## config.mk

```make
export PLATFORM = sky130hd
export DESIGN_NAME = pong_game_ctrl
export DESIGN_NICKNAME = d
export VERILOG_FILES = /design/src/rtl/pong_game_ctrl.sv
export SDC_FILE = /design/constraint.sdc
export NUM_CORES = 1
export LEC_CHECK = 0
export ABC_AREA = 1
export ABC_CLOCK_PERIOD_IN_PS = 2450
export BUFFER_PORTS_ARGS = -buffer_cell sky130_fd_sc_hd__buf_2
export CAP_MARGIN = 20
export CORE_ASPECT_RATIO = 0.8
export CORE_MARGIN = 2
export CORE_UTILIZATION = 35
export DETAILED_ROUTE_END_ITERATION = 10
export GPL_ROUTABILITY_DRIVEN = 0
export PLACE_DENSITY_LB_ADDON = 0.1
export SLEW_MARGIN = 20
export SYNTH_ARGS = -nofsm -noshare
export SYNTH_HDL_FRONTEND = slang
export SYNTH_SLANG_ARGS = --single-unit
```

## constraint.sdc

```tcl
create_clock -name clk -period 2.45 [get_ports clk]
set_clock_uncertainty 0.2 [all_clocks]
set_input_delay 0.245 -clock clk [delete_from_list [all_inputs] [get_ports clk]]
set_output_delay 0.245 -clock clk [all_outputs]
set_load 0.02 [all_outputs]
```

## src/rtl/pong_game_ctrl.sv

```systemverilog
// Pong game controller: IDLE / SERVE / PLAY / GAME_OVER sequencing.
// Tracks scores, picks a winner and derives a per-frame tick from vsync.
//
// Ports:
//   clk           system clock, rising edge
//   rst           asynchronous active-high reset
//   i_start       one-cycle start pulse
//   i_vsync       raw vsync, high during active rows
//   i_p1_miss     ball passed player 1 (left) edge, one-cycle pulse
//   i_p2_miss     ball passed player 2 (right) edge, one-cycle pulse
//   o_state       0=IDLE 1=SERVE 2=PLAY 3=GAME_OVER
//   o_game_active high only in PLAY
//   o_ball_hold   high outside PLAY
//   o_frame_tick  one-cycle pulse per frame (vsync falling edge)
//   o_p1_score    player 1 score
//   o_p2_score    player 2 score
//   o_winner      0=none 1=P1 2=P2
module pong_game_ctrl #(
    parameter int SCORE_LIMIT  = 9,
    parameter int SERVE_FRAMES = 60
) (
    input  logic       clk,
    input  logic       rst,
    input  logic       i_start,
    input  logic       i_vsync,
    input  logic       i_p1_miss,
    input  logic       i_p2_miss,
    output logic [1:0] o_state,
    output logic       o_game_active,
    output logic       o_ball_hold,
    output logic       o_frame_tick,
    output logic [3:0] o_p1_score,
    output logic [3:0] o_p2_score,
    output logic [1:0] o_winner
);

    typedef enum logic [1:0] {
        S_IDLE  = 2'd0,
        S_SERVE = 2'd1,
        S_PLAY  = 2'd2,
        S_OVER  = 2'd3
    } state_t;

    localparam logic [3:0] LIMIT  = 4'(SCORE_LIMIT);
    localparam logic [7:0] FRAMES = 8'(SERVE_FRAMES);

    state_t     r_state;
    state_t     w_next;
    logic       r_vsync_d;
    logic       r_tick;
    logic [7:0] r_serve_cnt;
    logic [3:0] r_p1;
    logic [3:0] r_p2;
    logic [1:0] r_winner;

    logic w_in_play;
    logic w_p1_pt;
    logic w_p2_pt;
    logic w_p1_win;
    logic w_p2_win;
    logic w_replay;
    logic w_serve_done;
    logic w_restart;

    assign w_in_play = (r_state == S_PLAY);

    // A miss by one player is a point for the other; a double miss is a replay.
    assign w_p1_pt  = w_in_play && i_p2_miss && !i_p1_miss && (r_p1 < LIMIT);
    assign w_p2_pt  = w_in_play && i_p1_miss && !i_p2_miss && (r_p2 < LIMIT);
    assign w_replay = w_in_play && i_p1_miss && i_p2_miss;
    assign w_p1_win = w_p1_pt && ((r_p1 + 4'd1) == LIMIT);
    assign w_p2_win = w_p2_pt && ((r_p2 + 4'd1) == LIMIT);

    // r_serve_cnt holds ticks already seen; this tick is the final one.
    assign w_serve_done = (r_state == S_SERVE) && r_tick &&
                          ((r_serve_cnt + 8'd1) == FRAMES);

    assign w_restart = i_start &&
                       ((r_state == S_IDLE) || (r_state == S_OVER));

    // State register
    always_ff @(posedge clk or posedge rst) begin
        if (rst) begin
            r_state <= S_IDLE;
        end else begin
            r_state <= w_next;
        end
    end

    // Next-state logic
    always_comb begin
        w_next = r_state;
        unique case (r_state)
            S_IDLE: begin
                if (w_restart) w_next = S_SERVE;
            end
            S_SERVE: begin
                if (w_serve_done) w_next = S_PLAY;
            end
            S_PLAY: begin
                if (w_p1_win || w_p2_win) begin
                    w_next = S_OVER;
                end else if (w_p1_pt || w_p2_pt || w_replay) begin
                    w_next = S_SERVE;
                end
            end
            S_OVER: begin
                if (w_restart) w_next = S_SERVE;
            end
        endcase
    end

    // Output decode from registered state only
    always_comb begin
        o_state       = r_state;
        o_game_active = (r_state == S_PLAY);
        o_ball_hold   = (r_state != S_PLAY);
        o_frame_tick  = r_tick;
        o_p1_score    = r_p1;
        o_p2_score    = r_p2;
        o_winner      = r_winner;
    end

    // Frame tick: registered falling edge of vsync
    always_ff @(posedge clk or posedge rst) begin
        if (rst) begin
            r_vsync_d <= 1'b0;
            r_tick    <= 1'b0;
        end else begin
            r_vsync_d <= i_vsync;
            r_tick    <= r_vsync_d && !i_vsync;
        end
    end

    // Serve counter: zero outside SERVE, so every entry starts from 0
    always_ff @(posedge clk or posedge rst) begin
        if (rst) begin
            r_serve_cnt <= 8'd0;
        end else if (r_state != S_SERVE) begin
            r_serve_cnt <= 8'd0;
        end else if (r_tick) begin
            r_serve_cnt <= r_serve_cnt + 8'd1;
        end
    end

    // Scores and winner
    always_ff @(posedge clk or posedge rst) begin
        if (rst) begin
            r_p1     <= 4'd0;
            r_p2     <= 4'd0;
            r_winner <= 2'd0;
        end else if (w_restart) begin
            r_p1     <= 4'd0;
            r_p2     <= 4'd0;
            r_winner <= 2'd0;
        end else begin
            if (w_p1_pt) r_p1 <= r_p1 + 4'd1;
            if (w_p2_pt) r_p2 <= r_p2 + 4'd1;
            if (w_p1_win) begin
                r_winner <= 2'd1;
            end else if (w_p2_win) begin
                r_winner <= 2'd2;
            end
        end
    end

endmodule

```

After elaboration in Yosys (flattened, before gate mapping)

Cells that the tools add are included.

Add/subtract/negate cells: 3
Multipliers: 0
Divide/modulo/power cells: 0
$lt $le $gt $ge: 2
Equality and inequality tests: 11
Shift operators: 0
Multiplexer cells: 14
Bitwise logic cells: 0
Reduce and logical (&&, ||, !) cells: 27

Operator list:

| operator                                             | number |
|---|---|
| two-way mux 4 bit                                    | 4 |
| two-way mux 8 bit                                    | 2 |
| two-way mux 2 bit                                    | 7 |
| logical AND 1 bit                                    | 13 |
| adder 4 x 1 -> 4 bit (second input constant)         | 2 |
| adder 8 x 1 -> 8 bit (second input constant)         | 1 |
| equality test 4 bit (second input constant)          | 2 |
| equality test 8 x 6 -> 1 bit (second input constant) | 1 |
| less-than comparator 4 bit (second input constant)   | 2 |
| case mux 2 bit (3 select lines)                      | 1 |
| nonzero test 2 bit                                   | 3 |
| equality test 2 bit (second input constant)          | 2 |
| logical OR 1 bit                                     | 4 |
| != test 2 x 1 -> 1 bit (second input constant)       | 2 |
| != test 2 bit (second input constant)                | 2 |
| zero test 1 bit                                      | 3 |
| != test 3 x 1 -> 1 bit (second input constant)       | 1 |
| AND reduction 3 bit                                  | 1 |
| nonzero test 3 bit                                   | 1 |
| equality test 2 x 1 -> 1 bit (second input constant) | 1 |
| zero test 2 bit                                      | 1 |
| OR reduction 2 bit                                   | 1 |

Register bits: 22
Bits in latches: 0
Memory bits (writable): 0
Bits in read-only memories: 0
Bits of input ports: 6
Output and inout bits: 15
Logic and storage cells: 64
Memories: 0

Logic depth before layout (Yosys ltp)

Depth in word-level cells: 9
Mapped depth: 11
Mapped depth without buffers: 11

Worst setup path after synthesis

OpenSTA, ideal clock, no wires.

Path type: reg-to-reg
Start: register r_state[0], in the netlist o_state[0]
End: register r_state[0], in the netlist o_state[0]
Library setup time: 118 ps
Arrival time: 1692 ps
Data required time: 2132 ps
Path slack: 440 ps
Stages on the path, launching flop included: 12
Path buffers: 0
Period minus slack after synthesis: 2010 ps
Path through: dfrtp_1 -> inv_1 -> ha_1 -> nand2_1 -> nor2_2 -> nand2_2 -> nor2_2 -> nand2_1 -> nand4_1 -> nand3_2 -> nand2_1 -> nand2_1

Longest elaborated chain between the ends: 8
Elaborated cells on any way between the ends: 27
Those cells by class: 6 x eq/ne; 2 x mux; 19 x reduce/logical

Ends and longest elaborated chain:

| what                                                                                    | RTL line   | source |
|---|---|---|
| from (decl)                                                                             | 47         | `state_t r_state;` |
| from (signal assigned)                                                                  | 86         | `r_state <= w_next;` |
| equality test 2 bit *                                                                   | -          |  |
| via o_game_active                                                                       | 29         | `output logic o_game_active,` |
| logical AND 1 bit (on tied branches)                                                    | 68, 69, 70 |  |
| logical AND 1 bit (on tied branches) (2 in a row)                                       | 68, 69     |  |
| logical AND 1 bit (tied with other cells)                                               | 71         | `assign w_p1_win = w_p1_pt && ((r_p1 + 4'd1) == LIMIT);` |
| logical OR 1 bit (on tied branches)                                                     | 101, 103   |  |
| != test 3 x 1 -> 1 bit (no line) / two-way mux 2 bit (equally long branches)            | -          |  |
| AND reduction 3 bit (no line) / case mux 2 bit (3 select lines) (equally long branches) | -          |  |

The timed path passes the listed nets; every way through them passes the cells marked *.
A chain may end at the register's enable or synchronous reset.

Worst setup path in the final report

Start: register r_state[0], in the netlist o_state[0]
End: register r_state[0], in the netlist o_state[0]

Longest elaborated chain between the ends: 8
Elaborated cells on any way between the ends: 27
Those cells by class: 6 x eq/ne; 2 x mux; 19 x reduce/logical

Ends and longest elaborated chain:

| what                                                                                    | RTL line |
|---|---|
| equality test 2 bit                                                                     | 65, 93 |
| logical AND 1 bit (on tied branches)                                                    | 68, 69, 70 |
| logical AND 1 bit (on tied branches) (2 in a row)                                       | 68, 69 |
| logical AND 1 bit (tied with other cells)                                               | 71 |
| logical OR 1 bit (on tied branches)                                                     | 101, 103 |
| != test 3 x 1 -> 1 bit (no line) / two-way mux 2 bit (equally long branches)            | - |
| AND reduction 3 bit (no line) / case mux 2 bit (3 select lines) (equally long branches) | - |

Parallel ways exist; a longest one is shown, timed or not.

==> impl_metrics.json <==
{
  "port_buffers": 20,
  "power.density_nw_per_um2": 978.5,
  "synthTopCellsByCount": "37 x nand2_1, 26 x inv_1, 22 x dfrtp_1, 16 x nand3_1",
  "h-tree-depth": 1,
  "synth_compound_area_frac": 0.07390,
  "synthAdderAreaFrac": 0.09355,
  "hp-start": "i_p2_miss",
  "cts_tree": "yes",
  "grt_pass1_vias": 1060,
  "ys_seq_area_frac": 0.4116,
  "drt_iter0_drc": 39,
  "grtUsageTotal": 0.1437,
  "synthXorXnorAreaFrac": 0.02619,
  "dieArea_sq_um": 4335,
  "setup_viol": 0,
  "rsz0062_at_grt": "false",
  "crit_chain": "inv_1, ha_1, nand2_1, nor2_1, nand2_2, inv_2, nand3_1, nand4_1, nand3_2, nand2_1, nand2_1",
  "grt-ovfl-total": 0,
  "setup_slack_ps": 449.3,
  "multi_input_area_sq_um": 678.2,
  "synth_top_area_cell": "dfrtp_1",
  "hold_viol_final": 0,
  "die_h_microns": 59.29,
  "max_cap_violations": 0,
  "rows": 20,
  "hold_path.class": "input pin to flip-flop",
  "clk_pin_slew_ps": 80,
  "critPathSlowestCell": "dfrtp_1",
  "routed_via_density": 4.880,
  "drv_slew": 0,
  "drc": 0,
  "grt_start_max_net_pins": 23,
  "clock-sinks": 22,
  "fin_crit_sh": 0.8166,
  "required_ps": 2400,
  "ys_ff_latch": 22,
  "cp-end-kind": "flip-flop",
  "ant_nets": 0,
  "critPathMaxStageDelay_ps": 430,
  "post_cts_resized": 0,
  "cp-startpoint": "o_state[0]",
  "ios": 21,
  "ys.warnings.count": 0,
  "syn-cell-area_sq_um": 1338,
  "async_flop_share": 1.000,
  "reg2reg_depth": 11,
  "synth.most_common_cell": "nand2_1",
  "timing.rr.end": "o_state[0]",
  "path_class": "flip-flop to flip-flop",
  "design_power_total_uw": 1554,
  "antenna_found_initial": 0,
  "cpMostUsedCell": "nand2_1",
  "run_status": "finished clean",
  "clock_latency_ps": 260,
  "via_count": 1181,
  "start_util": 0.3587,
  "nets": 215,
  "synth_area_leaders": "dfrtp_1 41%, nand2_1 10%, ha_1 9.4%",
  "postSynthAreaPerCell_sq_um": 7.776,
  "dp_slack_ps": 449.0,
  "synth_edf_count": 0,
  "synth_nets": 188,
  "peakVddDrop_mv": 0.3058,
  "start_kind": "flip-flop",
  "core_area_sq_um": 3729,
  "synth.mux.area_fraction": 0,
  "holdWs_ps": 184.6,
  "syn_to_final_growth_pct": 18.71,
  "seq_area_sq_um": 550.5,
  "synth_cell_type_count": 20,
  "cts.path.max_buffers": 2,
  "fill_cells": 390,
  "grt_pass1_wl_mm": 4.774,
  "postCtsHoldBufs": 2,
  "drt-pass1-iter-count": 4,
  "rrSetupSlack_ps": 450,
  "post-route-min-period_ps": 2001,
  "yosys.area.top_type_share": 0.4116,
  "cts_setup_buffers": 0,
  "synth_top_family_by_area": "simple AND/OR/NAND/NOR gates",
  "rr_startpoint": "o_state[0]",
  "crit_end": "o_state[0]",
  "n_antenna_cell": 0,
  "wire_per_inst_microns": 11.98,
  "critPathMaxFanout": 5,
  "fin_setup_tns_ps": 0,
  "drive_above_1_share": 0.2172,
  "synthCells": 172,
  "cts_root_buf": "clkbuf_8",
  "arrival_ps": 1950,
  "routed_wl_mm": 2.900,
  "power_leakage_uw": 0.0008340,
  "die_x_microns": 73.12,
  "cts-buffers-inserted": 3,
  "slew_headroom": 0.4325,
  "ys.flop_type": "dfrtp_1",
  "dp_hpwl_mm": 2.281,
  "max_freq_mhz": 499.8,
  "yosys.area_share.simple": 0.3134,
  "tightestPinTransition_ps": 850.4
}
-- area by class of cell --
class / count / share of cell area
clock buffer: 3 / 0.02600
clock inverter: 1 / 0.01891
inverter: 28 / 0.06619
multi-input combinational: 121 / 0.4271
sequential: 22 / 0.3467
tap: 44 / 0.03467
timing repair buffer: 23 / 0.08038
-- routing by layer --
metal	up-vias	track usage	share of wire
li1	600	-	-
met1	553	0.2173	0.53
met2	26	0.2072	0.41
met3	2	0.03741	0.052
met4	0	0.02646	0.0076
met5	-	0	0
-- worst min-delay path by stage --
stage / cells after the start / endpoint
3_5_place_dp: 1 / r_vsync_d
6_report: 4 / o_p2_score[3]
2_1_floorplan: 1 / o_frame_tick
4_1_cts: 5 / o_p1_score[3]
5_1_grt: 4 / o_p2_score[3]
3_3_place_gp: 1 / r_vsync_d
-- logic make-up after synthesis --
family | after synthesis
and+or+nand+nor | 88
buffers and inverters | 29
DFF | 22
AOI/OAI and AO/OA | 19
adders and majority gates | 10
xor gates and xnor gates | 4
-- power breakdown --
part | switching [uW] | internal (uW) | total, uW
clock | 117 | 218 | 335
sequential | 81.2 | 435 | 517
combinational | 460 | 241 | 702
-- state kept, by name (all words and copies together), names as in the netlist --
register,cells
o_frame_tick,1
o_p1_score,4
o_p2_score,4
o_state,2
o_winner,2
r_serve_cnt,8
r_vsync_d,1
-- per-stage QoR --
step	area, sq um	utilization	instances
after global routing	1588	0.4258	242
after detailed placement	1496	0.4013	236
after global placement	1496	0.4013	236
final	1588	0.4258	242
after floorplan	1338	-	172
after CTS	1588	0.4258	242
-- worst max-delay path, delay by kind of cell (launching register included) --
family,cells,cell delay (ps)
flops,1,430
fa+ha+maj,1,230
simple gates,8,880
buf+inv,2,170
-- cell usage in the layout (no fill, tap or decap), drive strengths merged --
cell type	synthesis	final
a21oi	3	3
buf	0	21
o21ai	15	15
nand4	5	5
dlygate4sd3	0	2
nor2	19	19
a311oi	1	1
clkbuf	1	3
dfrtp	22	22
nand2	44	44
nand3	19	19
bufinv	0	1
inv	28	28
xor2	2	2
ha	10	10
or2	1	1
xnor2	2	2
No activity file was read; power rests on OpenSTA's default activity.
